`src/rtl/alu_pkg.sv`:
```
// alu_pkg: shared definitions for the integer ALU and its front-end controller.
//   XLEN        operand / result width
//   ALU_OP_W    opcode bus width; bits [8:0] are a one-hot operation select,
//               bits [13:9] are reserved and must be zero
//   OP_*        bit index of each operation inside the one-hot field
//   alu_op_legal() true when the opcode selects exactly one operation
package alu_pkg;

   localparam int XLEN        = 32;
   localparam int ALU_OP_W    = 14;
   localparam int OP_ONEHOT_W = 9;

   localparam int OP_ADD = 0;
   localparam int OP_IMM = 1;
   localparam int OP_OR  = 2;
   localparam int OP_SUB = 3;
   localparam int OP_XOR = 4;
   localparam int OP_SRA = 5;
   localparam int OP_AND = 6;
   localparam int OP_SLL = 7;
   localparam int OP_SRL = 8;

   function automatic logic alu_op_legal(input logic [ALU_OP_W-1:0] op);
      return (op[ALU_OP_W-1:OP_ONEHOT_W] == '0) && $onehot(op[OP_ONEHOT_W-1:0]);
   endfunction

endpackage

```
`src/rtl/rr_arbiter.sv`:
```
// rr_arbiter: round-robin arbiter with its own priority pointer.
//   clk, rst_n   clock, async active-low reset (pointer clears to 0)
//   req          request bits, one per requester
//   enable       when low no grant is produced
//   grant        one-hot grant (all zero when nothing is granted)
//   grant_idx    encoded index of the granted requester
//   grant_valid  a grant is issued this cycle; the pointer advances past it
// Every grant is taken as accepted, so the pointer moves to winner+1 on any
// cycle with grant_valid and holds otherwise.
module rr_arbiter #(
   parameter int NREQ = 2,
   parameter int ID_W = $clog2(NREQ)
) (
   input  logic            clk,
   input  logic            rst_n,
   input  logic [NREQ-1:0] req,
   input  logic            enable,
   output logic [NREQ-1:0] grant,
   output logic [ID_W-1:0] grant_idx,
   output logic            grant_valid
);

   logic [ID_W-1:0] ptr;

   // Winner is the requester with the smallest circular distance from ptr.
   always_comb begin : pick
      int best;
      int d;
      best        = NREQ;
      d           = 0;
      grant_idx   = '0;
      grant_valid = 1'b0;
      for (int i = 0; i < NREQ; i++) begin
         d = i - int'(ptr);
         if (d < 0) d = d + NREQ;
         if (enable && req[i] && (d < best)) begin
            best        = d;
            grant_idx   = ID_W'(i);
            grant_valid = 1'b1;
         end
      end
   end

   always_comb begin
      grant = '0;
      for (int i = 0; i < NREQ; i++) begin
         grant[i] = grant_valid && (grant_idx == ID_W'(i));
      end
   end

   always_ff @(posedge clk or negedge rst_n) begin
      if (!rst_n) begin
         ptr <= '0;
      end else if (grant_valid) begin
         ptr <= (grant_idx == ID_W'(NREQ-1)) ? '0 : grant_idx + ID_W'(1);
      end
   end

endmodule

```
`src/rtl/alu_share_ctrl.sv`:
```
// alu_share_ctrl: shares one combinational ALU between NREQ issue requesters.
//   clk, rst_n      clock, async active-low reset
//   flush           kills the response entry and this cycle's grant
//   req_valid/ready per-requester request handshake (ready is the grant)
//   req_op/src1/src2/tag  per-requester payload, packed requester-major
//   alu_op/src1/src2      drive into the shared ALU (zero when idle/illegal)
//   alu_result            combinational ALU result
//   resp_valid/ready      response handshake toward writeback
//   resp_id/tag/result/err captured response fields
//
// Handshakes: a transfer happens on a rising edge where valid & ready are
// both high. Producers hold valid and payload stable until the transfer and
// never derive valid from ready; ready may depend on valid. The response
// fields are stable while resp_valid & !resp_ready.
module alu_share_ctrl
   import alu_pkg::*;
#(
   parameter int NREQ  = 2,
   parameter int TAG_W = 4,
   parameter int ID_W  = $clog2(NREQ)
) (
   input  logic                     clk,
   input  logic                     rst_n,
   input  logic                     flush,
   input  logic [NREQ-1:0]          req_valid,
   output logic [NREQ-1:0]          req_ready,
   input  logic [NREQ*ALU_OP_W-1:0] req_op,
   input  logic [NREQ*XLEN-1:0]     req_src1,
   input  logic [NREQ*XLEN-1:0]     req_src2,
   input  logic [NREQ*TAG_W-1:0]    req_tag,
   output logic [ALU_OP_W-1:0]      alu_op,
   output logic [XLEN-1:0]          alu_src1,
   output logic [XLEN-1:0]          alu_src2,
   input  logic [XLEN-1:0]          alu_result,
   output logic                     resp_valid,
   input  logic                     resp_ready,
   output logic [ID_W-1:0]          resp_id,
   output logic [TAG_W-1:0]         resp_tag,
   output logic [XLEN-1:0]          resp_result,
   output logic                     resp_err
);

   logic                slot_free;
   logic                arb_en;
   logic [NREQ-1:0]     grant;
   logic [ID_W-1:0]     grant_idx;
   logic                grant_valid;
   logic [ALU_OP_W-1:0] win_op;
   logic [XLEN-1:0]     win_src1;
   logic [XLEN-1:0]     win_src2;
   logic [TAG_W-1:0]    win_tag;
   logic                win_legal;
   logic                drive_alu;

   // The single response entry can take a new result when it is empty or
   // being drained in the same cycle.
   assign slot_free = !resp_valid || resp_ready;
   assign arb_en    = slot_free && !flush;

   rr_arbiter #(
      .NREQ (NREQ),
      .ID_W (ID_W)
   ) u_arb (
      .clk         (clk),
      .rst_n       (rst_n),
      .req         (req_valid),
      .enable      (arb_en),
      .grant       (grant),
      .grant_idx   (grant_idx),
      .grant_valid (grant_valid)
   );

   always_comb begin
      win_op   = '0;
      win_src1 = '0;
      win_src2 = '0;
      win_tag  = '0;
      for (int i = 0; i < NREQ; i++) begin
         if (grant[i]) begin
            win_op   = req_op[i*ALU_OP_W +: ALU_OP_W];
            win_src1 = req_src1[i*XLEN +: XLEN];
            win_src2 = req_src2[i*XLEN +: XLEN];
            win_tag  = req_tag[i*TAG_W +: TAG_W];
         end
      end
   end

   assign win_legal = alu_op_legal(win_op);

   // rst_n only gates the outputs here, keeping it off every flop's data path;
   // the registers are held in reset anyway while it is low.
   assign drive_alu = grant_valid && win_legal && rst_n;
   assign req_ready = grant & {NREQ{rst_n}};
   assign alu_op    = drive_alu ? win_op   : '0;
   assign alu_src1  = drive_alu ? win_src1 : '0;
   assign alu_src2  = drive_alu ? win_src2 : '0;

   // Flush wins over drain; a grant cannot coexist with flush (arb_en).
   always_ff @(posedge clk or negedge rst_n) begin
      if (!rst_n) begin
         resp_valid  <= 1'b0;
         resp_id     <= '0;
         resp_tag    <= '0;
         resp_result <= '0;
         resp_err    <= 1'b0;
      end else if (flush) begin
         resp_valid <= 1'b0;
      end else if (grant_valid) begin
         resp_valid  <= 1'b1;
         resp_id     <= grant_idx;
         resp_tag    <= win_tag;
         resp_result <= win_legal ? alu_result : '0;
         resp_err    <= !win_legal;
      end else if (resp_ready) begin
         resp_valid <= 1'b0;
      end
   end

endmodule

```
`config.mk`:
```
export PLATFORM = sky130hd
export DESIGN_NAME = alu_share_ctrl
export DESIGN_NICKNAME = d
export VERILOG_FILES = /design/src/rtl/alu_pkg.sv /design/src/rtl/rr_arbiter.sv /design/src/rtl/alu_share_ctrl.sv
export SDC_FILE = /design/constraint.sdc
export NUM_CORES = 1
export LEC_CHECK = 0
export ABC_CLOCK_PERIOD_IN_PS = 5620
export BUFFER_PORTS_ARGS = -buffer_cell sky130_fd_sc_hd__buf_2
export CELL_PAD_IN_SITES_DETAIL_PLACEMENT = 0
export CELL_PAD_IN_SITES_GLOBAL_PLACEMENT = 1
export CORE_AREA = 2 2 125 127
export DETAILED_ROUTE_END_ITERATION = 6
export DIE_AREA = 0 0 127 129
export GPL_TIMING_DRIVEN = 0
export PLACE_DENSITY = 0.75
export SLEW_MARGIN = 20
export SYNTH_ARGS = -nofsm -noshare
export SYNTH_HDL_FRONTEND = slang
export SYNTH_SLANG_ARGS = --single-unit
```
`constraint.sdc`:
```
create_clock -name clk -period 5.62 [get_ports clk]
set_input_delay 0 -clock clk [delete_from_list [all_inputs] [get_ports clk]]
set_output_delay 0 -clock clk [all_outputs]
set_load 0.05 [all_outputs]
```
-- Word level (Yosys, flattened, before mapping)
Cells that the tools add are included.
W data, S select, Z words.
- latch bits: 0
- memories kept: 0
- register bits after elaboration: 40
- memory bits (writable): 0
- output and inout port bits: 119
- input bits: 202
- ROM bits: 0
- logic and storage cells: 66
- mux-type cells: 22
- reduce and logical (&&, ||, !) cells: 17
- add/subtract/negate cells: 13
- equal/unequal tests: 1
- divide/modulo/power cells: 0
- bitwise operators: 3
- shift operators: 0
- multiply operators: 0
- order comparisons: 4
- operators with widths (operator ; number):
    $mux W32 ; 10
    $add A32 B3 Y32 const B ; 2
    $lt A32 B1 Y1 const B ; 2
    $mux W14 ; 3
    $lt A32 B3 Y1 const B ; 1
    $lt A32 B32 Y1 ; 1
    $logic_and A1 B1 Y1 ; 10
    $add A1 B1 Y2 ; 4
    $mux W4 ; 2
    $mux W1 ; 7
    $add A2 B2 Y3 ; 2
    $logic_not A5 Y1 ; 1
    $add A3 B3 Y4 ; 1
    $add A4 B1 Y4 ; 1
    $eq A4 B1 Y1 const B ; 1
    $sub A1 B1 Y2 const A ; 2
    $logic_not A1 Y1 ; 3
    $reduce_bool A3 Y1 ; 1
    $and A2 B2 Y2 ; 1
    $not A1 Y1 ; 2
    $reduce_and A2 Y1 ; 1
    $add A1 B1 Y1 const B ; 1
    $logic_or A1 B1 Y1 ; 1

-- Longest topological paths before layout
Gate-level depths: netlist (run 1).
- depth in word-level cells: 22
- gate-level depth with buffers: 18
- depth with buffers taken out: 15

-- Hierarchy
From an unflattened synthesis (run 1), not the netlist that was laid out.
- cells, all modules: 334
- area total of the unflattened synthesis: 3711.1 um^2
- modules (own cells, without submodules) (module ; area each (um^2) ; cells each ; sequential area each (um^2) ; times used):
    alu_share_ctrl ; 3637.2 ; 324 ; 975.9 ; 1
    rr_arbiter ; 73.8 ; 10 ; 25.0 ; 1

-- Least setup slack after synthesis (run 1)
No wires, ideal clock.
- path type: reg-to-output
- start point: register resp_valid
- end point: output alu_op[6]
- cell stages (with the launch flop): 17
- data arrival time: 5.972 ns
- buffers on the path: 1
- data required time: 5.620 ns
- slack: -0.352 ns
- path through: dfrtp_1 nor2b_1 nor3b_4 a22o_1 fa_1 inv_1 fa_1 inv_1 fa_1 inv_1 fa_1 fa_1 or3b_1 o22ai_1 o2111ai_2 clkbuf_1 nor3b_1
- cells in the longest elaborated chain, start to end: 22
- elaborated cells on any way between the ends: 31
- those cells by class: add/sub (8); order compare (1); eq/ne (1); mux (7); bitwise (1); reduce/logical (13)
- RTL lines (item ; RTL line ; source):
    start, declared ; alu_share_ctrl.sv:35 ; output logic resp_valid,
    start signal, assigned ; alu_share_ctrl.sv:101 ; resp_valid <= 1'b0;
    start signal, assigned ; alu_share_ctrl.sv:107 ; resp_valid <= 1'b0;
    start signal, assigned ; alu_share_ctrl.sv:109 ; resp_valid <= 1'b1;
    $logic_not A1 Y1 (*) ; alu_share_ctrl.sv:57 ; assign slot_free = !resp_valid || resp_ready;
    $logic_or A1 B1 Y1 (*) ; alu_share_ctrl.sv:57 ;
    $logic_and A1 B1 Y1 (*) ; alu_share_ctrl.sv:58 ; assign arb_en = slot_free && !flush;
    $logic_and A1 B1 Y1 (2 in a row) ; rr_arbiter.sv:36 ; if (enable && req[i] && (d < best)) begin
    $mux W32 ; rr_arbiter.sv:36 ;
    $lt A32 B32 Y1 ; rr_arbiter.sv:36 ;
    $logic_and A1 B1 Y1 ; rr_arbiter.sv:36 ;
    $mux W1 ; rr_arbiter.sv:36 ;
    [4 not listed] ; - ;
    $add A1 B1 Y2 ; alu_pkg.sv:24 ; return (op[ALU_OP_W-1:OP_ONEHOT_W] == '0) && $onehot(op[OP_ONEHOT_W-1:0]);
    $add A2 B2 Y3 ; alu_pkg.sv:24 ;
    $add A3 B3 Y4 ; alu_pkg.sv:24 ;
    $add A4 B1 Y4 ; alu_pkg.sv:24 ;
    $eq A4 B1 Y1 ; alu_pkg.sv:24 ;
    $logic_and A1 B1 Y1 ; alu_pkg.sv:24 ;
    $logic_and A1 B1 Y1 (2 in a row) ; alu_share_ctrl.sv:92 ; assign drive_alu = grant_valid && win_legal && rst_n;
    $mux W14 (*) ; alu_share_ctrl.sv:94 ; assign alu_op = drive_alu ? win_op : '0;
    end, declared ; alu_share_ctrl.sv:31 ; output logic [ALU_OP_W-1:0] alu_op,
Mark *: on every way between the ends. The rest lies on a longest branch, timed or not.

-- Final worst setup path (run 1)
- start point: input flush
- end point: output alu_src2[19]
- cells in the longest elaborated chain, start to end: 21
- elaborated cells on any way between the ends: 32
- those cells by class: add/sub (8); order compare (1); eq/ne (1); mux (9); bitwise (1); reduce/logical (12)
- RTL lines (item ; RTL line ; source):
    start, declared ; alu_share_ctrl.sv:24 ; input logic flush,
    $logic_not A1 Y1 (*) ; alu_share_ctrl.sv:58 ;
    $logic_and A1 B1 Y1 (*) ; alu_share_ctrl.sv:58 ;
    $logic_and A1 B1 Y1 (2 in a row) ; rr_arbiter.sv:36 ;
    $mux W32 ; rr_arbiter.sv:36 ;
    $lt A32 B32 Y1 ; rr_arbiter.sv:36 ;
    $logic_and A1 B1 Y1 ; rr_arbiter.sv:36 ;
    $mux W1 ; rr_arbiter.sv:36 ;
    $not A1 Y1 ; rr_arbiter.sv:47 ; grant[i] = grant_valid && (grant_idx == ID_W'(i));
    [3 not listed] ; - ;
    $add A1 B1 Y2 ; alu_pkg.sv:24 ;
    $add A2 B2 Y3 ; alu_pkg.sv:24 ;
    $add A3 B3 Y4 ; alu_pkg.sv:24 ;
    $add A4 B1 Y4 ; alu_pkg.sv:24 ;
    $eq A4 B1 Y1 ; alu_pkg.sv:24 ;
    $logic_and A1 B1 Y1 ; alu_pkg.sv:24 ;
    $logic_and A1 B1 Y1 (2 in a row) ; alu_share_ctrl.sv:92 ;
    $mux W32 (*) ; alu_share_ctrl.sv:96 ; assign alu_src2 = drive_alu ? win_src2 : '0;
    end, declared ; alu_share_ctrl.sv:33 ; output logic [XLEN-1:0] alu_src2,
Marked as above.

==> results.cfg, run 1 <==
[timing]
setup-violations-final = 0
timing_hold_violations_final = 0
fin_skew_ns = 0.00895
final.period_utilization_pct = 95.5
fmax_mhz = 186
worst-slew-pin-transition_ns = 0.705
drv_slew = 0
tns_ns = 0
relSlewSlack_pct = 53.0
rsz0062_at_grt = false
fin_crit_ns = 5.37

[synthesis]
yosysTopAreaCell = dfrtp_1
yosys_warnings = 0
ys_seq_elements = 40
yosys-top-cells-area = dfrtp_1 30%, a22oi_1 15%, nor3_2 12%, o31ai_1 7.2%, nand2_1 4.7%
seq_area_frac_synth_pct = 29.9
synth.distinct_cells = 37
synth-edff-count = 0
synth_top_area_share_pct = 29.9
async_flop_share_pct = 100
synth_common_cells = 68 x a22oi_1, 42 x nand2_1, 41 x nor3_2, 40 x dfrtp_1, 40 x inv_1
netlist_instances = 388
ys.flop_type = dfrtp_1
syn_area_um2 = 3340
synthMostInstantiatedCell = a22oi_1
synth_area_per_cell_um2 = 8.62

[grt]
grt_pass1_vias = 4340
grt_max_degree = 44
grt_overflow_total = 0
grt_first_pass_wirelength_mm = 22.8
groute.usage.overall_pct = 17.5
antenna_found_initial = 2

[power]
vdd_drop_max_uv = 137
cellPowerDensity_nw_per_um2 = 225
finalPower_mw = 1.46
p_leak_nw = 3.32

[floorplan]
die_x_um = 127
dieArea_um2 = 16400
die_h_um = 129
io_pins = 321
fp.coreArea_um2 = 15000
core.rowCount = 45
start_util_pct = 22.3

[route]
via_count = 4452
drcViolationCount = 0
via_per_inst = 4.69
routed_wl_mm = 15.7
first_iter_violations = 233
wire_per_inst_um = 16.5
firstDrtPassIters = 5
ant_nets = 0

[cells_and_area]
drive_gt1_share_pct = 58.0
final_core_util_pct = 43.4
nets = 969
syn2layout_area_growth_pct = 94.3

[setup_path]
reg2reg_from = resp_valid
worst-endpoint-arrival_ns = 5.37
worstReg2RegEnd = resp_result[20]
cp-end-kind = output port
critPathMaxFanout = 10
cp.required_ns = 5.62
r2r_cells = 18
start_kind = input pin
r2r_slack_ns = 0.61
critical_path_class = in2out

[min_path]
min-delay-start = resp_ready
min_path_type = in2reg
holdPathStages = 3
worstHoldEndpoint = resp_valid

[clock_network]
root_buffer = clkbuf_16
cts_tree = yes
clk_path_buf_depth = 2
numCtsBuffers = 5
cts_sinks = 40
cts.htree.levels = 2
clkLatencyLatePin_ns = 0.28
clk_pin_slew_ns = 0.05

[flow_run]
cap_viol_max_count = 0

[placed_design]
io_buffer_count = 315
dpl.hpwl_mm = 12.2
place.gp.congestion = 0.792

[status]
outcome = complete, no violations
## area by class of cell
cell class	instances	area, um2
buffer	46	309
clock inverter	2	10.0
sequential	40	1000
inverter	40	150
multi-input combinational	265	2290
clock buffer	6	139
timing repair buffer	362	2350
fill	1529	8480
tap	188	235
antenna	1	2.50
## logic make-up (layout without fill, tap and decap cells)
group	Yosys count	in the layout	synth area share [%]
simple gates	137	137	27.0
compound gates	116	116	26.9
buf+inv	87	456	12.4
flops	40	40	29.9
fa+ha+maj	7	7	3.74
other cells	1	6	0.112
## timing repair
| item | CTS | global route |
|---|---|---|
| endpoints found under the hold margin | 77 | 0 |
| pin swaps | 6 | 23 |
| resized for setup | 83 | 86 |
| setup endpoints to repair | 73 | 73 |
| setup buffers | 1 | 3 |
| hold buffers | 42 | 0 |
| gates cloned | 0 | 1 |
## where the power goes
part | leakage (nW) | switching (mW) | internal, mW
logic | 2.71 | 0.531 | 0.265
registers | 0.532 | 0.0333 | 0.349
clock network | 0.0766 | 0.108 | 0.175
total | 3.32 | 0.673 | 0.789
## cell usage in the layout, fill, tap and decap left out, types with 3 or more instances in the layout
cell,count
buf_6,38
dfrtp_1,40
clkbuf_4,4
a22o_1,3
nor3b_2,3
fa_1,3
a22oi_1,68
inv_1,37
nor3_4,30
buf_2,275
clkbuf_16,6
conb_1,5
nor3_2,25
buf_4,31
buf_12,4
a32oi_1,4
nor3_1,15
clkbuf_1,11
inv_2,3
dlygate4sd3_1,42
o31ai_1,32
nand2_1,42
## sequential cells by signal, indices dropped and copies added, names as in the netlist
name         flops
resp_tag         4
resp_result     32
resp_id          1
resp_valid       1
resp_err         1
u_arb.ptr        1
## critical path, stage by stage
cell and delay, ns:
dlygate4sd3_1 0.54, buf_4 0.15, nor2b_1 0.08, nor3b_4 0.17, buf_12 0.13, a22o_4 0.26
fa_1 0.56, inv_2 0.05, fa_1 0.51, inv_2 0.04, fa_1 0.48, inv_2 0.04
fa_2 0.35, fa_2 0.57, nand2b_4 0.06, nor4_4 0.31, o2111ai_4 0.26, buf_8 0.23
buf_8 0.16, nor3_2 0.22, buf_6 0.19
## worst max-delay path by stage
stage	to	startpoint
2_1_floorplan	alu_op[6]	resp_valid
3_3_place_gp	alu_src1[28]	u_arb.ptr
3_5_place_dp	alu_src2[0]	u_arb.ptr
4_1_cts	alu_src1[27]	u_arb.ptr
5_1_grt	alu_src2[21]	resp_valid
6_report	alu_src2[19]	flush
## stage by stage
stage / instance area (um2) / hold WS, ns / std cells / setup slack, ns
after global placement: 5260 / 0.198 / 895 / -0.0599
after floorplan: 3440 / -0.296 / 392 / -0.351
after detailed placement: 5260 / 0.206 / 895 / -0.0136
final: 6500 / 0.133 / 950 / 0.250
after global routing: 6490 / 0.140 / 949 / 0.0330
after CTS: 6100 / 0.0912 / 946 / 0.0152
## metal layers
metal / vias to the layer above / routed length [um] / track usage [%]
met5: - / 13 / 0
met4: 2 / 246 / 3.17
met3: 18 / 968 / 2.95
met2: 192 / 8020 / 30.6
met1: 2075 / 6470 / 23.1
li1: 2165 / - / -
Note: power is estimated with default switching activity, not from simulation.
==> run 2: changes to the inputs <==
Settings changed: RECOVER_POWER set to 50.
==> run 2 against run 1 <==
Against the previous run: the flow now finishes with violations (max-capacitance violations, max-slew violations); register-to-register slack is essentially flat; global-route usage unchanged; critical endpoint is now alu_src1[30]; routed wire length grew 0.51%; utilization is 0.43 points lower; combinational power shrank 3%; count of clock-buffer cells in the layout stayed put; worst hold slack worse by 0.012 ns; critical path type unchanged; critical path depth stayed put; sequential power is essentially flat.
==> results.cfg, run 2 (synthesized netlist as in run 1, its figures left out) <==
[status]
violations = max-capacitance violations, max-slew violations
outcome = finished with violations

[cells_and_area]
top_register = resp_result
syn2layout_area_growth_pct = 92.4
nets = 969
final_core_util_pct = 42.9
nFillCells = 1557
drive_gt1_share_pct = 51.8
final_cell_mix = 232 x buf_2, 68 x a22oi_1, 56 x clkbuf_1
reg.largest.list = resp_result x32, resp_tag x4
largest_reg_flops = 32
final_common_cell = buf_2

[timing]
worst-slew-pin-transition_ns = 2.47
fin_skew_ns = 0.0117
fin_ws_ns = 0.253
holdWs_ns = 0.122
drv_slew = 44
final.period_utilization_pct = 95.5
fin_crit_ns = 5.37
fmax_mhz = 186
rsz0062_at_grt = false
timing_hold_violations_final = 0
setup-violations-final = 0
relSlewSlack_pct = -64.5

[setup_path]
reg2reg_from = resp_valid
critPathMaxFanout = 7
r2r_slack_ns = 0.60
r2r_cells = 18
cp-end-kind = output port
critical_path_class = in2out
crit_end = alu_src1[30]
worstReg2RegEnd = resp_result[20]
start_kind = input pin
cp.required_ns = 5.62
worstSetupStartpoint = flush
worst-endpoint-arrival_ns = 5.37

[floorplan]
die_x_um = 127
start_util_pct = 22.3
core.rowCount = 45
fp.coreArea_um2 = 15000
io_pins = 321
die_h_um = 129
dieArea_um2 = 16400

[placed_design]
io_buffer_count = 315
place.gp.congestion = 0.792
dpl.hpwl_mm = 12.2
dp_slack_ns = -0.0136

[clock_network]
clkLatencyLatePin_ns = 0.28
cts_tree = yes
numCtsBuffers = 5
clk_path_buf_depth = 2
cts.htree.levels = 2
cts_sinks = 40
clk_pin_slew_ns = 0.05
root_buffer = clkbuf_16

[flow_run]
cap_viol_max_count = 1

[grt]
antenna_found_initial = 2
grt_max_degree = 44
grt_first_pass_wirelength_mm = 22.8
grt_pass1_vias = 4340
groute.usage.overall_pct = 17.5
grt_overflow_total = 0

[power]
finalPower_mw = 1.45
vdd_drop_max_uv = 137
cellPowerDensity_nw_per_um2 = 225
p_leak_nw = 3.15

[route]
ant_nets = 0
routed_wl_mm = 15.8
first_iter_violations = 232
via_count = 4486
firstDrtPassIters = 4
via_per_inst = 4.72
wire_per_inst_um = 16.6
drcViolationCount = 0

[min_path]
holdPathStages = 3
min_path_type = in2reg
-- run 2: worst min path at each step --
stage | start | end | slack, ns
CTS | req_valid[0] | resp_valid | 0.09
finish | resp_ready | resp_valid | 0.12
global route | resp_ready | resp_valid | 0.13
detailed placement | req_tag[5] | resp_tag[1] | 0.21
floorplan | rst_n | resp_err | -0.30
global placement | req_tag[4] | resp_tag[0] | 0.20
-- run 2: layout make-up --
type	instances	area (um2)	area share [%]
Multi-Input combinational cell	265	2290	35.6
Buffer	46	303	4.71
Clock buffer	6	139	2.16
Inverter	40	150	2.33
Clock inverter	2	10.0	0.156
Tap cell	188	235	3.66
Timing Repair Buffer	362	2300	35.8
Antenna cell	1	2.50	0.0389
Sequential cell	40	1000	15.6
-- run 2: metal layers --
layer	GRT usage, %	up-vias	routed length, um
met5	0	-	13
met4	3.17	2	214
met3	2.95	16	973
met2	30.6	193	8040
met1	23.1	2109	6560
li1	-	2166	-
-- run 2: per-stage QoR --
| step | TNS, ns | cells | instance area [um2] |
|---|---|---|---|
| CTS | 0 | 946 | 6100 |
| floorplan | -4.97 | 392 | 3440 |
| global placement | -0.190 | 895 | 5260 |
| finish | 0 | 950 | 6430 |
| global route | 0 | 949 | 6430 |
| detailed placement | -0.0500 | 895 | 5260 |
-- run 2: critical path, stage by stage --
cell	delay (ns)
dlygate4sd3_1	0.54
buf_4	0.15
nor2b_1	0.07
nor3b_4	0.16
buf_12	0.13
a22o_4	0.26
fa_1	0.54
inv_1	0.06
fa_1	0.51
inv_2	0.04
fa_1	0.48
inv_2	0.04
fa_2	0.35
fa_2	0.57
nand2b_4	0.06
nor4_4	0.31
o2111ai_4	0.26
buf_8	0.23
buf_12	0.14
nor3_4	0.24
buf_6	0.19
-- run 2: power by group --
| part | internal (mW) | switching, mW |
|---|---|---|
| registers | 0.349 | 0.0353 |
| clock network | 0.175 | 0.110 |
| logic | 0.246 | 0.531 |
| total | 0.770 | 0.677 |
-- run 2: timing repair --
| action | CTS | global route |
|---|---|---|
| pin swaps | 6 | 23 |
| hold buffers | 42 | 0 |
| gates cloned | 0 | 1 |
| setup buffers | 1 | 3 |
| endpoints found under the hold margin | 77 | 0 |
| endpoints found under the setup margin | 73 | 73 |
| gates resized for setup | 83 | 86 |
